$ cat config.mk
export PLATFORM = sky130hd
export DESIGN_NAME = shift_iter
export DESIGN_NICKNAME = d
export VERILOG_FILES = /design/src/rtl/shift_iter.sv
export SDC_FILE = /design/constraint.sdc
export NUM_CORES = 1
export LEC_CHECK = 0
export ABC_AREA = 1
export BUFFER_PORTS_ARGS = -buffer_cell sky130_fd_sc_hd__buf_2
export CORE_MARGIN = 8
export CORE_UTILIZATION = 35
export CTS_CLUSTER_SIZE = 28
export DETAILED_ROUTE_END_ITERATION = 16
export PLACE_DENSITY_LB_ADDON = 0.08
export SKIP_CTS_REPAIR_TIMING = 1
export SLEW_MARGIN = 15
export SYNTH_ARGS = -nofsm -noshare
export SYNTH_HDL_FRONTEND = slang
export SYNTH_SLANG_ARGS = --single-unit
$ cat constraint.sdc
create_clock -name clk -period 1.85 [get_ports clk]
set_clock_uncertainty 0.1 [all_clocks]
set_input_delay 0.2775 -clock clk [delete_from_list [all_inputs] [get_ports clk]]
set_output_delay 0.2775 -clock clk [all_outputs]
set_load 0.02 [all_outputs]
$ cat src/rtl/shift_iter.sv
// Iterative shift/rotate unit: applies one 1-bit step per cycle to a 16-bit operand.
// Operands are taken through a start/busy/done handshake; all outputs are registered.
module shift_iter #(
    parameter int WIDTH = 16
) (
    input  logic             clk,
    input  logic             rst_n,
    input  logic             start,
    input  logic [1:0]       shift_type,
    input  logic [3:0]       shift,
    input  logic [WIDTH-1:0] data_in,
    output logic             busy,
    output logic             done,
    output logic [WIDTH-1:0] data_out
);

    localparam logic [1:0] S_IDLE  = 2'd0;
    localparam logic [1:0] S_SHIFT = 2'd1;
    localparam logic [1:0] S_DONE  = 2'd2;

    localparam logic [1:0] T_LSL = 2'd0;
    localparam logic [1:0] T_LSR = 2'd1;
    localparam logic [1:0] T_ASR = 2'd2;
    localparam logic [1:0] T_ROR = 2'd3;

    logic [1:0]       r_state;
    logic [1:0]       r_type;
    logic [3:0]       r_count;
    logic [WIDTH-1:0] r_work;
    logic [WIDTH-1:0] r_data_out;
    logic             r_done;

    logic             w_accept;
    logic [WIDTH-1:0] w_step;

    // Requests are only taken when no shift is in flight; DONE accepts for back-to-back issue.
    assign w_accept = start && (r_state != S_SHIFT);

    // NOTE: every variable written in always_comb gets a default first, so no latch is inferred.
    always_comb begin
        w_step = r_work;
        case (r_type)
            T_LSL:   w_step = {r_work[WIDTH-2:0], 1'b0};
            T_LSR:   w_step = {1'b0, r_work[WIDTH-1:1]};
            T_ASR:   w_step = {r_work[WIDTH-1], r_work[WIDTH-1:1]};
            T_ROR:   w_step = {r_work[0], r_work[WIDTH-1:1]};
            default: w_step = r_work;
        endcase
    end

    // NOTE: sequential state uses non-blocking assignments so every register samples pre-edge values.
    always_ff @(posedge clk or negedge rst_n) begin
        if (!rst_n) begin
            r_state    <= S_IDLE;
            r_type     <= T_LSL;
            r_count    <= 4'd0;
            r_work     <= '0;
            r_data_out <= '0;
            r_done     <= 1'b0;
        end else begin
            // Outputs trail the DONE state by one edge, giving N+1 cycles of latency.
            r_done <= (r_state == S_DONE);
            if (r_state == S_DONE) begin
                r_data_out <= r_work;
            end

            if (w_accept) begin
                r_work  <= data_in;
                r_type  <= shift_type;
                r_count <= shift;
                r_state <= (shift == 4'd0) ? S_DONE : S_SHIFT;
            end else begin
                case (r_state)
                    S_SHIFT: begin
                        r_work  <= w_step;
                        r_count <= r_count - 4'd1;
                        if (r_count == 4'd1) begin
                            r_state <= S_DONE;
                        end
                    end
                    S_DONE:  r_state <= S_IDLE;
                    default: r_state <= S_IDLE;
                endcase
            end
        end
    end

    assign busy     = (r_state == S_SHIFT);
    assign done     = r_done;
    assign data_out = r_data_out;

endmodule

Yosys cells after proc, flatten, opt, wreduce, memory -nomap -nowiden
Index checks and enable logic that the tools add are counted.
- bits in registers: 41
- bits of input ports: 25
- output and inout port bits: 18
- add/sub/neg operators: 1
- eq/ne operators: 9
- muxes and demuxes: 9
- reduce and logical (&&, ||, !) cells: 5
- operator list (cell ; number):
    $pmux 16 s4 ; 1
    $mux 16 ; 2
    $mux 2 ; 4
    $mux 4 ; 2
    $eq 2x2->1 const B ; 3
    $eq 2x1->1 const B ; 2
    $eq 4x1->1 const B ; 1
    $logic_not 4->1 ; 1
    $sub 4x1->4 const B ; 1
    $ne 3x1->1 const B ; 1
    $logic_not 2->1 ; 1
    $ne 2x1->1 const B ; 1
    $ne 2x2->1 const B ; 1
    $reduce_and 2->1 ; 1
    $reduce_bool 2->1 ; 1
    $logic_and 1x1->1 ; 1

Logic depth before layout (Yosys ltp)
- depth after elaboration: 4
- gate-level depth with buffers: 7
- depth with buffers taken out: 7

Least setup slack after synthesis
No wires, ideal clock.
- path type: register to register
- start: reg r_state[0]
- end: reg r_work[10]
- setup time: 0.126 ns
- arrival: 1.030 ns
- data required time: 1.624 ns
- slack: 0.594 ns
- cell stages (with the launch flop): 7
- buffers on the path: 1
- clock period less this slack: 1.256 ns
- path through: dfrtp_1 > inv_1 > nor2_4 > nor2_4 > inv_2 > buf_4 > o21ai_0
- elaborated cells on any way between the ends: 5
- classes of those cells: eq/ne (2); mux (1); reduce/logical (2)
- RTL lines (item ; line ; source):
    from (decl) ; 26 ; logic [1:0] r_state;
    from (signal assigned) ; 71 ; r_state <= (shift == 4'd0) ? S_DONE : S_SHIFT;
    $eq 2x1->1 ; -- ;
    named net busy ; 12 ; output logic busy,
    $reduce_bool 2->1 (no source line) ; -- ;
    to (signal assigned) ; 68 ; r_work <= data_in;
    to (signal assigned) ; 75 ; r_work <= w_step;
    to (decl) ; 29 ; logic [WIDTH-1:0] r_work;
The timed path passes the listed nets, and every way through them passes these cells.
A chain may end at the register's enable or synchronous reset.

Final worst setup path
- start: reg r_state[0]
- end: out busy
- word-level cells in the longest chain between the ends: 1
- RTL lines (item ; line ; source):
    $eq 2x1->1 ; 88 ; assign busy = (r_state == S_SHIFT);
    to (decl) ; 12 ;
Every way passes these cells.

==> flow_summary.yaml <==
worst_setup_path:
  critPathLaunchType: "register"
  crit_family: "flip-flops"
  worstPathMaxFanout: 7
  cp-endpoint: "busy"
  slowest_delay_ns: 0.39
  cp_slowest_cell: "dfrtp_1"
  timing.reg2reg.setup_slack_ns: 0.43
  setup.worst_path.start: "r_state[0]"
  critPathCaptureType: "primary output"
  required_ns: 1.47
  worstReg2RegStart: "r_type[1]"
  critPathKind: "reg2out"
  reg2reg_depth: 6
  path_buf_inv: 2
  r2r-end: "r_work[1]"
  critPathArrivalTime_ns: 1.18
  path_cells: "inv_1, nor2_4, buf_2"
  crit_cells: 3
power:
  leakagePower_nw: 1.34
  peakVddDrop_uv: 625
  p_per_area_nw_per_um2: 1700
  fin_total_pwr_mw: 4.11
layout:
  num-nets-final: 339
  final_cell_mix: "nand2_1, o21ai_0, inv_1, buf_2, dfrtp_1"
  finalNonFillerCells: 388
  areaGrowthSynthToFinish_pct: 19.0
  layout_commonest_cell: "nand2_1"
  drive_gt1_share_pct: 19.5
  diodes: 0
timing:
  tns_ns: 0
  worst_slew_pin_slew_ns: 0.513
  fin_crit_sh_pct: 84.2
  period_minus_slack_ns: 1.56
  timing.fmax_ghz: 0.642
  relSlewSlack_pct: 65.7
  rsz0062_at_grt: "no"
  final-setup-viol-count: 0
  timing.final.max_slew_violations: 0
  setup_ws_ns: 0.293
  hold_violations: 0
worst_hold_path:
  hp-class: "in2reg"
  min_from: "shift_type[0]"
yosys:
  synth_seq_cells: 41
  synth_top_area_cell: "dfrtp_1"
  synth_nets: 294
  ys_seq_area_share_pct: 50.3
  syn_inst: 267
  synthTopCellsByArea: "dfrtp_1, nand2_1, o21ai_0"
  postSynthAreaPerCell_um2: 7.64
  synth_edf_count: 0
  synth_async_sr_flop_share_pct: 100
  synthFlopType: "dfrtp_1"
  syn_area_um2: 2040
  ys_types: 21
  yosysWarnings: 0
  synth.top_cell.area_share_pct: 50.3
route:
  totalWireLength_um: 4960
  drtIter0Drc: 85
  detail-route-antenna-nets: 0
  vias: 1759
  avgRoutedWirePerCell_um: 12.8
  drc: 0
  drtPass1Iterations: 4
  routed_via_density: 4.53
floorplan:
  fp.coreArea_um2: 5780
  rows: 28
  die_x_um: 92.3
  num_io_pins: 43
  dieArea_um2: 8530
  start_util_pct: 35.3
  fp.dieH_um: 92.3
placement:
  dpl.cell_count: 379
  dp_hpwl_um: 3680
  portBuffers: 42
  dp_slack_ns: 0.374
  place_congestion: 0.790
job:
  cap_viol_max_count: 0
global_route:
  grt_max_degree: 32
  first_global_vias: 1817
  grt_pass1_wl_um: 8690
  grt-ovfl-total: 0
  track_usage_pct: 12.6
  antenna_found_initial: 0
cts:
  clockRootBuffer: "clkbuf_8"
  clk_path_buf_depth: 2
  cts_tree: "built"
  numCtsBuffers: 5
  clkTransAtPathRegs_ns: 0.08
  cts.htree.levels: 2
  clk_latency_ns: 0.29
  clock-sinks: 41
outcome:
  status: "completed"
[per-stage QoR]
step / hold WS, ns / instance area [um2] / utilization, %
4_1_cts: -0.160 / 2420 / 41.8
3_3_place_gp: 0.162 / 2330 / 40.4
5_1_grt: 0.0852 / 2430 / 42.0
3_5_place_dp: 0.167 / 2330 / 40.4
2_1_floorplan: -0.118 / 2040 / -
6_report: 0.0870 / 2430 / 42.0
[power breakdown]
group / internal (mW) / switching, mW
sequential: 1.31 / 0.277
clock: 0.262 / 0.312
combinational: 0.685 / 1.27
[worst min-delay path by stage]
stage / to / slack, ns / depth (start not counted)
after floorplan: data_out[0] / -0.12 / 0
after global placement: r_work[2] / 0.16 / 1
after detailed placement: r_work[2] / 0.17 / 1
after CTS: r_work[2] / -0.16 / 1
after global routing: r_type[0] / 0.09 / 3
final: r_type[0] / 0.09 / 3
[synthesized netlist by cell type (2+ instances only)]
cell and count:
nand2_1 87, o21ai_0 47, inv_1 42, dfrtp_1 41, nand3_1 23, clkbuf_1 3
nor2_1 3, buf_2 2, buf_4 2, ha_1 2, inv_2 2, nor2_2 2
nor2_4 2, o211ai_1 2
[cell type report]
| type | instances | area, um2 |
|---|---|---|
| tap | 75 | 93.8 |
| timing repair buffer | 47 | 263 |
| inverter | 44 | 165 |
| fill | 619 | 3350 |
| clock buffer | 6 | 72.6 |
| clock inverter | 2 | 10.0 |
| sequential | 41 | 1030 |
| multi-input combinational | 173 | 796 |
[registers in the layout, summed over array words and instances (netlist names)]
register,cells
r_type,2
r_state,2
done,1
r_work,16
r_count,4
data_out,16
[tightest hold or removal path, stage by stage]
cell and delay [ns]:
buf_2 0.07, nand2_1 0.04, o21ai_0 0.05
[layer usage]
layer  vias to the layer above  GRT usage (%)  wire (um)
li1                        920              -          -
met1                       801           17.0       2530
met2                        32           18.9       2130
met3                         6           3.56        232
met4                         0           4.03         64
met5                         -              0          0
[logic make-up (layout without fill, tap and decap cells)]
kind of cell	Yosys count	count (layout)	share of synthesized area, %
buf+inv	53	99	10.7
fa+ha+maj	2	2	1.23
flops	41	41	50.3
simple gates	120	120	25.0
compound gates	51	51	12.8
No activity file was read; power rests on OpenSTA's default activity.
